==> src/rtl/dco_freq_meter.sv <==
// Counts DCO rising edges over a gate window of system clocks and returns the count on a valid/ready port.
// Define DCO_FMEAS_AVG_EN to average four consecutive gate windows into the reported count.
module dco_freq_meter #(
    parameter int GATE_CYCLES = 200,
    parameter int CNT_W       = 16
) (
    input  logic             clk,
    input  logic             rst_n,
    input  logic             dco_in,
    input  logic             start,
    output logic             busy,
    output logic             valid,
    input  logic             ready,
    output logic [CNT_W-1:0] count,
    output logic             overflow
);

    localparam int GATE_W = $clog2(GATE_CYCLES + 1);
`ifdef DCO_FMEAS_AVG_EN
    localparam int ACC_W = CNT_W + 2;
`else
    localparam int ACC_W = CNT_W;
`endif
    localparam logic [GATE_W-1:0] SETTLE_LOAD = GATE_W'(2);
    localparam logic [GATE_W-1:0] GATE_LOAD   = GATE_W'(GATE_CYCLES - 1);

    typedef enum logic [1:0] {IDLE, SETTLE, MEASURE, DONE} state_t;

    state_t             state, state_nxt;
    logic [GATE_W-1:0]  gate_cnt;
    logic               sync_p0, sync_p1, hist_p2;
    logic               rise_p2;
    logic [ACC_W-1:0]   acc, acc_nxt;
    logic               ovf_acc, ovf_nxt;
    logic               gate_last, meas_last;

    function automatic logic [ACC_W-1:0] sat_inc(input logic [ACC_W-1:0] a, input logic inc);
        if (inc && (a != '1))
            return a + 1'b1;
        return a;
    endfunction

    // Stage p0/p1 resynchronise the asynchronous DCO, p2 holds history for edge detection
    always_ff @(posedge clk) begin
        if (!rst_n) begin
            sync_p0 <= 1'b0;
            sync_p1 <= 1'b0;
            hist_p2 <= 1'b0;
        end else begin
            sync_p0 <= dco_in;
            sync_p1 <= sync_p0;
            hist_p2 <= sync_p1;
        end
    end

    assign rise_p2   = sync_p1 & ~hist_p2;
    assign gate_last = (gate_cnt == '0);

`ifdef DCO_FMEAS_AVG_EN
    logic [1:0] win;

    always_ff @(posedge clk) begin
        if (!rst_n)
            win <= 2'd0;
        else if (state == SETTLE)
            win <= 2'd0;
        else if (state == MEASURE && gate_last)
            win <= win + 2'd1;
    end

    assign meas_last = gate_last && (win == 2'd3);
`else
    assign meas_last = gate_last;
`endif

    assign acc_nxt = (state == MEASURE) ? sat_inc(acc, rise_p2) : acc;
    assign ovf_nxt = ovf_acc | ((state == MEASURE) && (acc_nxt == '1));

    always_comb begin
        state_nxt = state;
        case (state)
            IDLE:    if (start)     state_nxt = SETTLE;
            SETTLE:  if (gate_last) state_nxt = MEASURE;
            MEASURE: if (meas_last) state_nxt = DONE;
            DONE:    if (ready)     state_nxt = IDLE;
            default:                state_nxt = IDLE;
        endcase
    end

    always_ff @(posedge clk) begin
        if (!rst_n) begin
            state    <= IDLE;
            gate_cnt <= '0;
            acc      <= '0;
            ovf_acc  <= 1'b0;
            count    <= '0;
            overflow <= 1'b0;
        end else begin
            state <= state_nxt;
            case (state)
                IDLE: begin
                    if (start) begin
                        gate_cnt <= SETTLE_LOAD;
                        acc      <= '0;
                        ovf_acc  <= 1'b0;
                    end
                end
                SETTLE: begin
                    acc      <= '0;
                    ovf_acc  <= 1'b0;
                    gate_cnt <= gate_last ? GATE_LOAD : gate_cnt - 1'b1;
                end
                MEASURE: begin
                    acc      <= acc_nxt;
                    ovf_acc  <= ovf_nxt;
                    gate_cnt <= gate_last ? GATE_LOAD : gate_cnt - 1'b1;
                    // An edge landing in the final gate cycle is still part of the result
                    if (meas_last) begin
                        count    <= acc_nxt[ACC_W-1 -: CNT_W];
                        overflow <= ovf_nxt;
                    end
                end
                default: ;
            endcase
        end
    end

    assign busy  = (state == SETTLE) || (state == MEASURE);
    assign valid = (state == DONE);

endmodule

==> config.mk <==
export PLATFORM = sky130hd
export DESIGN_NAME = dco_freq_meter
export DESIGN_NICKNAME = d
export VERILOG_FILES = /design/src/rtl/dco_freq_meter.sv
export SDC_FILE = /design/constraint.sdc
export NUM_CORES = 1
export LEC_CHECK = 0
export BUFFER_PORTS_ARGS = -buffer_cell sky130_fd_sc_hd__buf_4
export CAP_MARGIN = 40
export CORE_ASPECT_RATIO = 1.75
export CORE_UTILIZATION = 61
export CTS_BUF_LIST = sky130_fd_sc_hd__clkbuf_2 sky130_fd_sc_hd__clkbuf_4 sky130_fd_sc_hd__clkbuf_8
export DETAILED_ROUTE_END_ITERATION = 6
export GPL_TIMING_DRIVEN = 0
export PLACE_DENSITY_LB_ADDON = 0.2
export SLEW_MARGIN = 20
export SYNTH_ARGS = -nofsm -noshare
export SYNTH_HDL_FRONTEND = slang
export SYNTH_SLANG_ARGS = --single-unit
==> constraint.sdc <==
create_clock -name clk -period 3.25 [get_ports clk]
set_input_delay 0.325 -clock clk [delete_from_list [all_inputs] [get_ports clk]]
set_output_delay 0.325 -clock clk [all_outputs]
set_load 0.005 [all_outputs]
==> impl_metrics.yaml, run 1 <==
logic_synthesis:
  synth_edf_count: 0
  synth_area_mm2: 0.002514
  synth_cell_types: 51
  synth_flop_cell: "dfxtp_1"
  ys_ff_latch: 47
  synth.area.top_cells: "dfxtp_1 37%, nor2_1 6.6%, a21oi_1 5.6%, nand2_1 4.8%, a211oi_1 3.6%"
  yosysTopAreaCell: "dfxtp_1"
  async_reset_ff_share_pct: 0
  yosysWarnings: 0
  synth_most_common_cell: "dfxtp_1"
  synth_sequential_area_ratio_pct: 37.43
  synth.avg_cell_area_um2: 7.880
  synth_common_cells: "47 x dfxtp_1, 44 x nor2_1, 32 x nand2_1"
  syn_inst: 319
  syn-num-nets: 331
  synth_top_area_share_pct: 37.43
cts:
  hold_buffers: 0
  cts_resized: 0
  cts_tree: "done"
  insertion_delay_ps: 300
  cts_sinks: 47
  clock_tree.buffer_depth: 2
  clk_pin_slew_worst_paths_ps: 90
  numCtsBuffers: 5
  cts_root_buffer: "clkbuf_8"
  cts_max_level: 2
  cts_setup_buffers: 0
worst_setup_path:
  cp_cell_sequence: "ha_1, nand3_1, nor4_2, nor2_1, o22a_1, nor4b_1, a31oi_1, a21oi_1"
  ff2ff_path_depth: 8
  slowest_stage: "nor4_2"
  worstSetupPathType: "flip-flop to flip-flop"
  cp.arrival_ps: 3020
  critPathBufInv: 0
  r2r-end: "overflow$_SDFFE_PN0P_"
  crit_path_end_kind: "flip-flop"
  start_kind: "flip-flop"
  worst-path-max-fanout: 7
  max_stage_delay_ps: 500
  path_delay_family: "simple AND/OR/NAND/NOR gates"
  crit_required_ps: 3490
  reg2reg_slack_ps: 470
  r2r-start: "acc[0]$_SDFFE_PN0P_"
power:
  p_int_uw: 1217
  peakVddDrop_v: 0.0004653
  clkPwrFrac_pct: 22.6
  power_frac_comb_pct: 39.2
  switching_power_uw: 711.5
  netSwitchingFraction_pct: 36.89
  leakagePower_uw: 0.001070
  pwr_density_cell_mw_per_mm2: 674.1
  p_seq_share_pct: 38.2
worst_hold_path:
  hold_start: "dco_in"
  holdPathStages: 2
  hold_end: "sync_p0$_SDFF_PN0_"
  hp-class: "input pin to flip-flop"
route:
  ant_nets: 0
  drc: 0
  dr_total_vias: 2363
  dr.first_iter.drc_count: 69
  wl_per_cell_um: 15.95
  drt_wl_total_um: 6347
  drt_pass1_iterations: 4
  vias_per_cell: 5.937
global_routing:
  overflow: 0
  grt_max_degree: 17
  grt_pass1_vias: 2246
  grt_pass1_wl_um: 10340
  grt_util_all_layers_pct: 31.10
  antenna_found_initial: 0
sta:
  finalHoldViolCount: 0
  clock-skew-final_ps: 10.44
  finalCriticalPeriod_ps: 2781
  max_freq_mhz: 359.5
  setup_viol: 0
  rsz0062_at_grt: "no"
  maxSlewViolCount: 0
  fin_ws_ps: 468.7
  slew_headroom_pct: 59.83
  tns_ps: 0
  period_share_pct: 85.58
  holdWs_ps: 229.2
  worst_pin_slew_ps: 602.6
place:
  dpl_cell_area_mm2: 0.002746
  io_buffers: 23
  place_ws_ps: 552.1
  gp_congestion: 0.9575
  dp_hpwl_um: 4813
floorplan:
  die_y_um: 86.92
  pin_count: 24
  start_util_pct: 64.39
  core_mm2: 0.003904
  die-area_mm2: 0.004392
  num_rows: 30
  dieWidth_um: 50.53
finish:
  fill_cells: 343
  layout.nets: 361
  design_area_mm2: 0.002861
  drive_gt1_share_pct: 14.00
  diodes: 0
  syn_to_final_growth_pct: 13.84
  fin_util_pct: 73.30
outcome:
  outcome: "finished, final reports clean"
run:
  maxCapViolCount: 0
kinds of logic after synthesis:
group           synth area share [%]
simple gates                   29.17
compound gates                 19.36
flops                          37.43
buf+inv                        5.226
xor+xnor                       4.878
fa+ha+maj                      3.484
mux                           0.4480
routing by layer:
metal | GRT usage, % | part of all wire, %
met5 | 0 | 0
met4 | 8.838 | 2.0
met3 | 4.538 | 2.7
met2 | 62.42 | 56
met1 | 31.76 | 39
per-stage QoR:
step                total power (µW)  cells
global route                    2064    398
finish                          1929    398
global placement                1478    390
floorplan                       1265    319
CTS                             1940    398
detailed placement              1499    390
cell type report:
class | count | area [µm²] | area share [%]
multi-input combinational | 241 | 1441 | 50.37
sequential | 47 | 940.9 | 32.88
timing repair buffer | 23 | 172.7 | 6.034
buffer | 23 | 101.3 | 3.542
clock buffer | 5 | 68.82 | 2.405
tap | 48 | 60.06 | 2.099
clock inverter | 3 | 46.29 | 1.618
inverter | 8 | 30.03 | 1.049
worst register-to-register path, delay by kind of cell (launching register included):
kind / cells / cell delay (ps)
and+or+nand+nor: 4 / 1410
AOI/OAI and AO/OA: 3 / 580
DFF: 1 / 460
adders and majority gates: 1 / 270
registers in the layout (all words and copies together) (netlist names):
name and flops:
ovf_acc 1, acc 16, hist_p2 1, sync_p1 1
count 16, overflow 1, sync_p0 1, gate_cnt 8
state 2
how the worst max path moves through the flow:
stage | start | endpoint | slack [ps] | cells after the start
final | acc[0]$_SDFFE_PN0P_ | overflow$_SDFFE_PN0P_ | 470 | 8
after CTS | acc[0]$_SDFFE_PN0P_ | overflow$_SDFFE_PN0P_ | 530 | 8
after global placement | acc[0]$_SDFFE_PN0P_ | overflow$_SDFFE_PN0P_ | 570 | 8
after global routing | acc[0]$_SDFFE_PN0P_ | overflow$_SDFFE_PN0P_ | 340 | 8
after floorplan | acc[0]$_SDFFE_PN0P_ | ovf_acc$_SDFFE_PN0P_ | 880 | 8
after detailed placement | acc[0]$_SDFFE_PN0P_ | overflow$_SDFFE_PN0P_ | 550 | 8
power groups by stage:
| stage | registers, µW | clock network [µW] | logic, µW |
|---|---|---|---|
| 3_3_place_gp | 747 | 0 | 731 |
| 4_1_cts | 737 | 444 | 760 |
| 2_1_floorplan | 739 | 0 | 526 |
| 3_5_place_dp | 750 | 0 | 750 |
| 6_report | 738 | 435 | 756 |
| 5_1_grt | 749 | 468 | 847 |
cell usage in the layout, fill, tap and decap left out, types with 2 or more instances in the layout:
| cell type | synthesis | final |
|---|---|---|
| nor4_1 | 5 | 5 |
| or3_1 | 4 | 4 |
| and4_1 | 2 | 2 |
| o21a_1 | 2 | 2 |
| o21ai_0 | 11 | 11 |
| and3b_1 | 2 | 2 |
| nor2b_1 | 2 | 2 |
| inv_1 | 7 | 7 |
| a211oi_1 | 12 | 12 |
| ha_1 | 7 | 7 |
| and2_1 | 6 | 6 |
| a21o_1 | 9 | 9 |
| clkbuf_8 | 0 | 5 |
| nor3_2 | 2 | 2 |
| nor3_1 | 14 | 14 |
| a31oi_1 | 3 | 3 |
| nor2_1 | 44 | 44 |
| or4_1 | 3 | 3 |
| clkbuf_1 | 12 | 12 |
| nand2b_1 | 2 | 2 |
| a21oi_1 | 28 | 28 |
| nand3_1 | 8 | 8 |
| buf_4 | 1 | 24 |
| o21ai_1 | 2 | 2 |
| nand2_1 | 32 | 32 |
| buf_2 | 9 | 9 |
| nor4b_1 | 2 | 2 |
| xor2_1 | 6 | 6 |
| o221a_2 | 2 | 2 |
| nand4_1 | 5 | 5 |
| xnor2_1 | 8 | 8 |
| dfxtp_1 | 47 | 47 |
No activity file was read; power rests on OpenSTA's default activity.
==> run 2: changes to the inputs <==
--- a/config.mk
+++ b/config.mk
@@ -11,8 +11,10 @@
 export CORE_UTILIZATION = 61
 export CTS_BUF_LIST = sky130_fd_sc_hd__clkbuf_2 sky130_fd_sc_hd__clkbuf_4 sky130_fd_sc_hd__clkbuf_8
 export DETAILED_ROUTE_END_ITERATION = 6
+export GPL_ROUTABILITY_DRIVEN = 0
 export GPL_TIMING_DRIVEN = 0
 export PLACE_DENSITY_LB_ADDON = 0.2
+export SKIP_CTS_REPAIR_TIMING = 1
 export SLEW_MARGIN = 20
 export SYNTH_ARGS = -nofsm -noshare
 export SYNTH_HDL_FRONTEND = slang
==> constraint.sdc (replaced) <==
create_clock -name clk -period 3 [get_ports clk]
set_input_delay 0.3 -clock clk [delete_from_list [all_inputs] [get_ports clk]]
set_output_delay 0.3 -clock clk [all_outputs]
set_load 0.005 [all_outputs]
==> run 2 against run 1 <==
  * Non-clock buffer count stayed put
  * Fmax is 0.64% lower
  * Sequential share of layout area hardly changed
  * Clock power is 3% lower
  * Cell area hardly changed
  * Utilization is 0.064 points lower
  * Routed wire length is 4.2% higher
  * First-iteration DRC count is 83% higher
  * Register-to-register slack worse by 270 ps
  * Clock skew is 2.5 ps lower
  * Flip-flop and latch count stayed put
  * Final cell count stayed put
  * Largest power group unchanged
==> impl_metrics.yaml, run 2 (same netlist as run 1, synthesis figures left out) <==
outcome:
  outcome: "finished, final reports clean"
sta:
  setup_viol: 0
  period_share_pct: 93.31
  slew_headroom_pct: 59.92
  maxSlewViolCount: 0
  worst_pin_slew_ps: 601.2
  clock-skew-final_ps: 7.961
  tns_ps: 0
  finalCriticalPeriod_ps: 2799
  rsz0062_at_grt: "no"
  holdWs_ps: 198.2
  max_freq_mhz: 357.2
  finalHoldViolCount: 0
finish:
  final_cell_mix: "47 x dfxtp_1, 44 x nor2_1, 32 x nand2_1"
  layout.nets: 361
  diodes: 0
  drive_gt1_share_pct: 14.00
  layout_commonest_cell: "dfxtp_1"
  syn_to_final_growth_pct: 13.74
  largest_registers: "acc (16), count (16), gate_cnt (8)"
worst_setup_path:
  ff2ff_path_depth: 8
  crit_required_ps: 3230
  worst-path-max-fanout: 7
  cp_cell_sequence: "ha_1, nand3_1, or4_1, and4_1, xnor2_1, nor4_1, a31oi_1, a21oi_1"
  max_stage_delay_ps: 630
  slowest_stage: "or4_1"
  reg2reg_slack_ps: 200
  critPathBufInv: 0
  r2r-end: "overflow$_SDFFE_PN0P_"
  r2r-start: "acc[0]$_SDFFE_PN0P_"
  path_delay_family: "simple AND/OR/NAND/NOR gates"
  cp.arrival_ps: 3030
  worstSetupPathType: "flip-flop to flip-flop"
  crit_path_end_kind: "flip-flop"
  start_kind: "flip-flop"
cts:
  clk_pin_slew_worst_paths_ps: 90
  clock_tree.buffer_depth: 2
  cts_tree: "done"
  cts_sinks: 47
  numCtsBuffers: 5
  insertion_delay_ps: 300
  cts_max_level: 2
  cts_root_buffer: "clkbuf_8"
route:
  wl_per_cell_um: 16.61
  drt_pass1_iterations: 4
  drt_wl_total_um: 6612
  dr_total_vias: 2421
  drc: 0
  ant_nets: 0
  dr.first_iter.drc_count: 126
  vias_per_cell: 6.083
global_routing:
  grt_pass1_vias: 2257
  overflow: 0
  antenna_found_initial: 0
  grt_util_all_layers_pct: 31.57
  grt_pass1_wl_um: 10430
  grt_max_degree: 15
floorplan:
  core_mm2: 0.003904
  die-area_mm2: 0.004392
  start_util_pct: 64.39
  die_y_um: 86.92
  pin_count: 24
  dieWidth_um: 50.53
  num_rows: 30
power:
  peakVddDrop_v: 0.0004763
  pwr_density_cell_mw_per_mm2: 721.6
  leakagePower_uw: 0.001083
run:
  maxCapViolCount: 0
worst_hold_path:
  hp-class: "input pin to flip-flop"
  holdPathStages: 2
  hold_start: "dco_in"
  hold_end: "sync_p0$_SDFF_PN0_"
place:
  dp_hpwl_um: 4868
  io_buffers: 23
run 2: changes by cell type in the layout (fill, tap and decap cells not counted), sizes merged:
| cell | previous run | this run |
|---|---|---|
| bufinv | 1 | 0 |
| inv | 8 | 7 |
| clkbuf | 17 | 19 |
run 2: worst max-delay path by stage:
| stage | slack, ps | endpoint | from | cells past startpoint |
|---|---|---|---|---|
| floorplan | 630 | ovf_acc$_SDFFE_PN0P_ | acc[0]$_SDFFE_PN0P_ | 8 |
| global route | 40 | overflow$_SDFFE_PN0P_ | acc[0]$_SDFFE_PN0P_ | 8 |
| finish | 200 | overflow$_SDFFE_PN0P_ | acc[0]$_SDFFE_PN0P_ | 8 |
| global placement | 310 | overflow$_SDFFE_PN0P_ | acc[0]$_SDFFE_PN0P_ | 8 |
| CTS | 210 | overflow$_SDFFE_PN0P_ | acc[0]$_SDFFE_PN0P_ | 8 |
| detailed placement | 290 | overflow$_SDFFE_PN0P_ | acc[0]$_SDFFE_PN0P_ | 8 |
run 2: layer usage:
metal / global-route usage (%) / routed length [µm] / vias to the layer above
met2: 59.39 / 3582 / 81
met1: 32.68 / 2511 / 1133
met5: 0 / 0 / -
met3: 4.014 / 274 / 22
li1: - / - / 1185
met4: 17.17 / 244 / 0
run 2: layout make-up:
type	instances	area, µm²
Fill cell	326	1045
Inverter	8	30.03
Buffer	23	101.3
Tap cell	48	60.06
Multi-Input combinational cell	241	1450
Clock buffer	7	96.34
Clock inverter	1	7.507
Sequential cell	47	940.9
Timing Repair Buffer	23	172.7
run 2: power by group:
part	switching, µW	internal [µW]	leakage [µW]
Combinational	490	344	0.000651
Sequential	80.9	725	0.000381
Clock	214	210	0.0000505
run 2: worst reg2reg max path: stages, from the launching register on:
cell     delay [ps]
dfxtp_1         460
ha_1            260
nand3_1         210
or4_1           630
and4_1          280
xnor2_1         190
nor4_1          390
a31oi_1         140
a21oi_1         190
run 2: metrics by stage:
step / std cells / setup slack (ps) / utilization [%] / power (µW) / area [µm²]
final: 398 / 200.7 / 73.24 / 2063 / 2859
after detailed placement: 390 / 285.3 / 70.35 / 1637 / 2746
after CTS: 398 / 206.5 / 73.01 / 2053 / 2850
after global routing: 398 / 40.82 / 73.24 / 2179 / 2859
after global placement: 390 / 314.7 / 70.35 / 1600 / 2746
after floorplan: 319 / 631.7 / - / 1370 / 2514
